File: config.mk
export PLATFORM = sky130hd
export DESIGN_NAME = spi_target
export DESIGN_NICKNAME = d
export VERILOG_FILES = /design/src/rtl/spi_target.sv
export SDC_FILE = /design/constraint.sdc
export NUM_CORES = 1
export LEC_CHECK = 0
export CORE_MARGIN = 2
export CORE_UTILIZATION = 46
export DETAILED_ROUTE_END_ITERATION = 8
export MAX_ROUTING_LAYER = met4
export PLACE_DENSITY_LB_ADDON = 0.08
export SYNTH_ARGS = -nofsm -noshare
export SYNTH_HDL_FRONTEND = slang
export SYNTH_SLANG_ARGS = --single-unit
File: constraint.sdc
create_clock -name clk -period 1.8 [get_ports clk]
set_input_delay 0.18 -clock clk [delete_from_list [all_inputs] [get_ports clk]]
set_output_delay 0.18 -clock clk [all_outputs]
set_load 0.05 [all_outputs]
File: src/rtl/spi_target.sv
// SPI mode-0 target byte shifter, MSB first, oversampling SCLK/MOSI/CS_n on the fabric clock.
// One-deep transmit and receive holding registers with full/req handshakes and sticky errors.
module spi_target #(
  parameter int unsigned SYNC_STAGES = 2
) (
  input  logic       clk,
  input  logic       reset_n,
  input  logic       SCLK,
  input  logic       MOSI,
  input  logic       CS_n,
  output logic       MISO,
  output logic       MISO_oe,
  input  logic [7:0] data_in,
  input  logic       wr_req,
  output logic       in_full,
  output logic [7:0] data_out,
  input  logic       rd_req,
  output logic       out_full,
  output logic       overrun,
  output logic       underrun,
  input  logic       clr_err,
  output logic       busy
);

  typedef enum logic [1:0] {StIdle, StLoad, StShift} state_e;

  logic [SYNC_STAGES-1:0] sclk_sync_q, mosi_sync_q, cs_sync_q;
  logic                   s_sclk, s_mosi, s_cs, s_sclk_d_q;
  logic                   rise, fall;

  state_e     state_q, state_d;
  logic [7:0] tx_sr_q, tx_sr_d;
  logic [6:0] rx_sr_q, rx_sr_d;
  logic [2:0] bit_count_q, bit_count_d;
  logic       byte_done_q, byte_done_d;
  logic [7:0] in_reg_q, in_reg_d;
  logic       in_full_q, in_full_d;
  logic [7:0] data_out_q, data_out_d;
  logic       out_full_q, out_full_d;
  logic       overrun_q, overrun_d;
  logic       underrun_q, underrun_d;
  logic       miso_q, miso_d;

  always_ff @(posedge clk or negedge reset_n) begin
    if (!reset_n) begin
      sclk_sync_q <= '0;
      mosi_sync_q <= '0;
      cs_sync_q   <= '1;
      s_sclk_d_q  <= 1'b0;
    end else begin
      sclk_sync_q <= {sclk_sync_q[SYNC_STAGES-2:0], SCLK};
      mosi_sync_q <= {mosi_sync_q[SYNC_STAGES-2:0], MOSI};
      cs_sync_q   <= {cs_sync_q[SYNC_STAGES-2:0], CS_n};
      s_sclk_d_q  <= s_sclk;
    end
  end

  assign s_sclk = sclk_sync_q[SYNC_STAGES-1];
  assign s_mosi = mosi_sync_q[SYNC_STAGES-1];
  assign s_cs   = cs_sync_q[SYNC_STAGES-1];
  assign rise   = s_sclk & ~s_sclk_d_q;
  assign fall   = ~s_sclk & s_sclk_d_q;

  always_comb begin
    state_d     = state_q;
    tx_sr_d     = tx_sr_q;
    rx_sr_d     = rx_sr_q;
    bit_count_d = bit_count_q;
    byte_done_d = byte_done_q;
    in_reg_d    = in_reg_q;
    in_full_d   = in_full_q;
    data_out_d  = data_out_q;
    out_full_d  = out_full_q;
    overrun_d   = overrun_q;
    underrun_d  = underrun_q;

    // Clear first so a coincident set event below wins.
    if (clr_err) begin
      overrun_d  = 1'b0;
      underrun_d = 1'b0;
    end
    if (rd_req) out_full_d = 1'b0;
    if (wr_req && !in_full_q) begin
      in_reg_d  = data_in;
      in_full_d = 1'b1;
    end

    if (s_cs) begin
      state_d     = StIdle;
      bit_count_d = 3'd0;
      byte_done_d = 1'b0;
    end else begin
      unique case (state_q)
        StIdle: state_d = StLoad;
        StLoad: begin
          if (in_full_q) begin
            tx_sr_d   = in_reg_q;
            in_full_d = 1'b0;
          end else begin
            tx_sr_d    = 8'hFF;
            underrun_d = 1'b1;
          end
          byte_done_d = 1'b0;
          state_d     = StShift;
        end
        StShift: begin
          if (rise) begin
            rx_sr_d     = {rx_sr_q[5:0], s_mosi};
            bit_count_d = bit_count_q + 3'd1;
            if (bit_count_q == 3'd7) begin
              byte_done_d = 1'b1;
              if (!out_full_q || rd_req) begin
                data_out_d = {rx_sr_q, s_mosi};
                out_full_d = 1'b1;
              end else begin
                overrun_d = 1'b1;
              end
            end
          end else if (fall) begin
            if (bit_count_q != 3'd0) begin
              tx_sr_d = {tx_sr_q[6:0], 1'b1};
            end else if (byte_done_q) begin
              byte_done_d = 1'b0;
              state_d     = StLoad;
            end
          end
        end
        default: state_d = StIdle;
      endcase
    end

    // MISO tracks the next tx_sr so the first bit is valid right after LOAD.
    miso_d = (state_d == StIdle) ? 1'b1 : tx_sr_d[7];
  end

  always_ff @(posedge clk or negedge reset_n) begin
    if (!reset_n) begin
      state_q     <= StIdle;
      tx_sr_q     <= 8'hFF;
      rx_sr_q     <= '0;
      bit_count_q <= '0;
      byte_done_q <= 1'b0;
      in_reg_q    <= '0;
      in_full_q   <= 1'b0;
      data_out_q  <= '0;
      out_full_q  <= 1'b0;
      overrun_q   <= 1'b0;
      underrun_q  <= 1'b0;
      miso_q      <= 1'b1;
    end else begin
      state_q     <= state_d;
      tx_sr_q     <= tx_sr_d;
      rx_sr_q     <= rx_sr_d;
      bit_count_q <= bit_count_d;
      byte_done_q <= byte_done_d;
      in_reg_q    <= in_reg_d;
      in_full_q   <= in_full_d;
      data_out_q  <= data_out_d;
      out_full_q  <= out_full_d;
      overrun_q   <= overrun_d;
      underrun_q  <= underrun_d;
      miso_q      <= miso_d;
    end
  end

  assign busy     = (state_q != StIdle);
  assign MISO_oe  = busy;
  assign MISO     = miso_q;
  assign in_full  = in_full_q;
  assign data_out = data_out_q;
  assign out_full = out_full_q;
  assign overrun  = overrun_q;
  assign underrun = underrun_q;

endmodule

==> results of run 1 <==
==> routing by layer <==
layer,GRT usage,part of all wire,vias up
li1,-,-,625
met1,0.202,0.46,652
met2,0.269,0.49,25
met3,0.0472,0.037,6
met4,0.0535,0.015,0
met5,-,0,-
==> power groups by stage <==
stage / sequential, mW / combinational, mW / clock, mW
3_3_place_gp: 1.54 / 1.22 / 0
4_1_cts: 1.53 / 1.25 / 0.934
5_1_grt: 1.56 / 1.35 / 0.991
3_5_place_dp: 1.55 / 1.25 / 0
6_report: 1.53 / 1.24 / 0.904
2_1_floorplan: 1.60 / 0.774 / 0
==> logic make-up after synthesis <==
logic type | Yosys count
adders and majority gates | 7
xor gates and xnor gates | 1
DFF | 49
and+or+nand+nor | 24
muxes | 31
buffers and inverters | 20
AOI/OAI and AO/OA | 29
==> critical path: stages (launching register included) <==
cell and delay [ns]:
dfrtp_1 0.38, inv_1 0.13, ha_2 0.30, a21boi_1 0.23, or2_1 0.17, buf_12 0.13
mux2_4 0.30
==> cell type report <==
cell class / count / share of cell area
Sequential cell: 49 / 0.457
Multi-Input combinational cell: 92 / 0.303
Timing Repair Buffer: 37 / 0.146
Clock buffer: 5 / 0.0254
Clock inverter: 3 / 0.0240
Tap cell: 52 / 0.0240
Inverter: 15 / 0.0208
==> worst max-delay path by stage <==
stage | endpoint | slack, ns | cells past startpoint
after floorplan | tx_sr_q[1]$_DFFE_PN1P_ | 0.17 | 7
after global routing | data_out[4]$_DFFE_PN0P_ | -0.03 | 6
after CTS | in_full | 0.06 | 1
after detailed placement | data_out[4]$_DFFE_PN0P_ | 0.004 | 6
final | tx_sr_q[3]$_DFFE_PN1P_ | 0.08 | 6
after global placement | data_out[1]$_DFFE_PN0P_ | 0.07 | 6
==> per-stage QoR <==
step                utilization  setup slack [ns]
finish                    0.610            0.0819
CTS                       0.610            0.0563
floorplan                     -             0.168
global placement          0.577            0.0674
detailed placement        0.577           0.00386
global route              0.610           -0.0266
==> state kept, by name (all words and copies together) (netlist names), 3 cells and up <==
signal,flops
bit_count_q,3
data_out,8
in_reg_q,8
rx_sr_q,7
tx_sr_q,8
==> placed cells by master, fill, tap and decap left out, types with 2 or more instances in the layout <==
master	n
o22ai_1	2
o21ai_0	17
nor2_1	6
mux2i_1	2
buf_12	4
inv_1	15
nand2b_1	4
clkbuf_8	5
buf_4	5
ha_1	6
clkdlybuf4s50_1	25
a21oi_1	2
mux2_2	23
a31oi_1	2
bufinv_16	2
nand2_1	2
mux2_4	6
dfrtp_1	38
dfstp_2	11
==> timing repair <==
action	CTS	global route
endpoints found under the setup margin	8	9
hold buffers	1	0
hold endpoints to repair	38	0
cloned	0	0
gates resized for setup	1	1
==> flow_summary.yaml, run 1 <==
finish:
  stdcell_count: 253
  fill_cells: 364
  seqCellArea_um2: 1240
  design_area_um2: 2710
  drive_above_1_share: 0.318
  area_delta_synth_final_pct: 25.7
  antenna_cells: 0
  nNetsFinal: 223
  multi_input_area_um2: 822
setup_path:
  r2r_end: "tx_sr_q[3]$_DFFE_PN1P_"
  start_kind: "flip-flop"
  endpoint_kind: "flip-flop"
  reg2reg_setup_slack_ns: 0.08
  path_max_fanout: 8
  critical_path_required_ns: 2.03
  r2r_start: "state_q[0]$_DFF_PN0_"
  crit_type: "flip-flop to flip-flop"
  crit_arrival_ns: 1.95
  setup.worst_path.start: "state_q[0]$_DFF_PN0_"
  r2r_cells: 6
sta:
  tns_ns: 0
  min_period_ns: 1.72
  fin_worst_skew_ns: 0.00618
  slew_headroom: 0.661
  fmax_mhz: 582
  timing.final.crit_share: 0.954
  hold_violations: 0
  setup_viol: 0
  whs_ns: 0.293
  rsz0062_at_grt: "true"
  tightest_slew_ns: 0.508
  drv_slew: 0
global_routing:
  grt_overflow: 0
  grt_pass1_wl_mm: 6.47
  grt_max_degree: 50
  grt_usage: 0.166
  grt_pass1_vias: 1402
  antenna_found_initial: 0
clock_network:
  cts_max_level: 2
  clk_pin_slew_worst_paths_ns: 0.09
  cts_tree: "built"
  cts_buffers: 5
  clkSinkCount: 49
  cts_root_buf: "clkbuf_8"
  ctsLongestPathBuffers: 2
  cts_setup_buffers: 0
  clock_latency_ns: 0.30
yosys:
  synth_area_per_cell_um2: 13.4
  synth_compound_area_frac: 0.0783
  synth_common_cells: "dfrtp_1 (38), mux2_2 (23), o21ai_0 (17)"
  synth-xor-area-share: 0.00406
  synth-async-reset-ratio: 1.00
  ys.flop_type: "dfrtp_1"
  syn-num-nets: 184
  synth_mux_area_frac: 0.171
  synth_top_area_cell: "dfrtp_1"
  yosysWarningCount: 0
  ys_ff_latch: 49
  yosys-top-cells-area: "dfrtp_1 (44%), dfstp_2 (13%), mux2_2 (12%)"
  synth_enable_flop_cells: 0
  netlist.area_leader.share: 0.441
  syn_inst: 161
  yosys.cell_count.top_type: "dfrtp_1"
  synth_adder_area_share: 0.0406
  synth_cell_types: 36
  synth_top_family_by_area: "multiplexers"
  synth-seq-area-share: 0.574
  synthesis.area_um2: 2160
  yosys.area_share.simple: 0.0858
routing:
  drtAntennaViolNets: 0
  drt_iter0_drc: 57
  via_count: 1308
  avgRoutedWirePerCell_um: 14.7
  dr.pass1.iters: 4
  route.detailed.drc: 0
  drt-total-wl_mm: 3.71
  vias_per_cell: 5.17
min_path:
  worstHoldEndpoint: "cs_sync_q[0]$_DFF_PN1_"
  min_delay_path_depth: 1
  worst_hold_path_type: "primary input to flip-flop"
  min-delay-start: "CS_n"
floorplanning:
  start_util: 0.486
  ioPinCount: 31
  die-area_um2: 5260
  dieHeight_um: 72.5
  die_w_um: 72.5
  coreArea_um2: 4440
  rows: 24
power_and_ir_drop:
  power.switching_mw: 1.12
  power_frac_comb: 0.337
  p_sw_frac: 0.305
  p_int_mw: 2.55
  ir_drop_v: 0.000567
  seq_power_share: 0.417
  p_total_mw: 3.67
  power_frac_clock: 0.246
  p_per_area_nw_per_um2: 1350
  p_leak_nw: 1.27
place:
  placed_cell_area_um2: 2560
  placedCellCount: 244
  gp_congestion: 0.845
  port_buffers: 30
  hpwl_mm: 2.64
outcome:
  outcome: "complete, no violations"
flow_run:
  drv_cap: 0
(Power assumes the default switching activity.)
==> run 2: changes to the inputs <==
CORE_ASPECT_RATIO = 1.75   (was default)
CTS_CLUSTER_SIZE = 16   (was default)
GPL_ROUTABILITY_DRIVEN = 0   (was default)
==> run 2 against run 1 <==
  * Largest cell class unchanged
  * Via count grew 2.6%
  * Fmax grew 3.2%
  * Die area increased by 0.41%
  * Worst hold slack lost 0.017 ns
  * Sequential power barely moved
  * First-iteration DRC count down 46%
  * Routed wire length rose by 7.0%
  * Register-to-register slack improved by 0.06 ns
  * Non-clock buffer count unchanged
  * Total power decreased by 7.1%
  * Clock power is 29% lower
==> flow_summary.yaml, run 2 (synthesized netlist as in run 1, its figures left out) <==
floorplanning:
  die-area_um2: 5280
  rows: 33
  coreArea_um2: 4580
  die_w_um: 55.8
  dieHeight_um: 94.6
  start_util: 0.471
  ioPinCount: 31
setup_path:
  slowest_delay_ns: 0.82
  cp_num_cells: 1
  crit_buf_inv: 1
  setup.worst_path.start: "underrun$_DFF_PN0_"
  r2r_start: "state_q[0]$_DFF_PN0_"
  path_cells: "clkdlybuf4s50_1"
  crit_end: "underrun"
  crit_arrival_ns: 1.49
  endpoint_kind: "primary output"
  critical_path_required_ns: 1.62
  path_max_fanout: 2
  start_kind: "flip-flop"
  r2r_cells: 6
  cp_top_family: "buffers and inverters"
  crit_slowest_cell: "clkdlybuf4s50_1"
  reg2reg_setup_slack_ns: 0.14
  crit_type: "flip-flop to primary output"
  r2r_end: "data_out[7]$_DFFE_PN0P_"
finish:
  layout_common_cells: "dfrtp_1 (38), clkdlybuf4s50_1 (25), mux2_2 (23), o21ai_0 (17), inv_1 (15)"
  drive_above_1_share: 0.323
  area_delta_synth_final_pct: 23.1
  layout_commonest_cell: "dfrtp_1"
  nNetsFinal: 223
  antenna_cells: 0
  fill_cells: 381
sta:
  drv_slew: 0
  tns_ns: 0
  rsz0062_at_grt: "false"
  fin_worst_skew_ns: 0.00222
  fmax_mhz: 600
  whs_ns: 0.276
  tightest_slew_ns: 0.611
  timing.final.crit_share: 0.925
  hold_violations: 0
  setup_viol: 0
  min_period_ns: 1.67
  fin_ws_ns: 0.135
  slew_headroom: 0.592
min_path:
  worst_hold_path_type: "primary input to flip-flop"
routing:
  dr.pass1.iters: 4
  via_count: 1342
  drtAntennaViolNets: 0
  drt_iter0_drc: 31
  avgRoutedWirePerCell_um: 15.7
  route.detailed.drc: 0
  vias_per_cell: 5.30
  drt-total-wl_mm: 3.97
place:
  place_ws_ns: -0.0430
  hpwl_mm: 2.91
  port_buffers: 30
clock_network:
  cts_setup_buffers: 0
  clk_pin_slew_worst_paths_ns: 0.09
  ctsLongestPathBuffers: 2
  cts_max_level: 2
  cts_buffers: 5
  cts_root_buf: "clkbuf_8"
  clkSinkCount: 49
  clock_latency_ns: 0.30
  cts_tree: "built"
power_and_ir_drop:
  ir_drop_v: 0.00105
  p_per_area_nw_per_um2: 1280
  p_leak_nw: 1.24
outcome:
  outcome: "complete, no violations"
global_routing:
  grt_max_degree: 50
  grt_pass1_vias: 1458
  grt_pass1_wl_mm: 6.58
  grt_usage: 0.166
  grt_overflow: 0
  antenna_found_initial: 0
flow_run:
  drv_cap: 0
==> run 2: changes by cell type in the layout (fill, tap and decap cells not counted), sizes merged <==
| cell | previous run | this run |
|---|---|---|
| clkinvlp | 0 | 1 |
| bufinv | 2 | 0 |
| inv | 15 | 16 |
==> run 2: stage by stage <==
step	util	total power [mW]	std cells	area [um^2]
6_report	0.580	3.41	253	2660
4_1_cts	0.576	3.45	253	2640
5_1_grt	0.580	3.60	253	2660
2_1_floorplan	-	2.38	161	2160
3_3_place_gp	0.554	2.73	244	2540
3_5_place_dp	0.554	2.77	244	2540
==> run 2: power by group <==
part | internal [mW] | switching, mW
registers | 1.39 | 0.139
clock network | 0.276 | 0.370
logic | 0.590 | 0.643
total | 2.26 | 1.15
==> run 2: how the worst min path moves through the flow <==
| stage | startpoint | end | slack [ns] | depth (start not counted) |
|---|---|---|---|---|
| after floorplan | reset_n | bit_count_q[0]$_DFFE_PN0P_ | -0.12 | 0 |
| after global placement | reset_n | state_q[1]$_DFF_PN0_ | 0.31 | 2 |
| after detailed placement | reset_n | state_q[0]$_DFF_PN0_ | 0.32 | 2 |
| after CTS | CS_n | cs_sync_q[0]$_DFF_PN1_ | 0.26 | 1 |
| after global routing | CS_n | cs_sync_q[0]$_DFF_PN1_ | 0.28 | 1 |
| final | CS_n | cs_sync_q[0]$_DFF_PN1_ | 0.28 | 1 |
==> run 2: final cells by class <==
cell class / instances / area (um^2) / area share
repair buffers: 37 / 370 / 0.139
inverters: 15 / 56.3 / 0.0212
clock buffers: 5 / 68.8 / 0.0259
clock inverters: 3 / 21.3 / 0.00801
multi-input cells: 92 / 835 / 0.314
well taps: 52 / 65.1 / 0.0245
flip-flops and latches: 49 / 1240 / 0.467
==> run 2: repair_timing <==
action,4_1_cts,5_1_grt
hold buffers,1,0
hold endpoints to repair,33,0
gates resized for setup,1,3
setup endpoints to repair,6,18
==> run 2: worst register-to-register path: cells and delay by family, from the launching register on <==
| kind | cells | cell delay, ns |
|---|---|---|
| fa+ha+maj | 1 | 0.21 |
| buf+inv | 1 | 0.16 |
| flops | 1 | 0.39 |
| mux | 1 | 0.31 |
| simple gates | 3 | 0.49 |
==> run 2: per-layer routing <==
layer	wire length, um	global-route usage	vias to the layer above
met4	62	0.0488	0
met5	0	-	-
li1	-	-	627
met1	1550	0.172	678
met3	137	0.0356	7
met2	2220	0.310	30
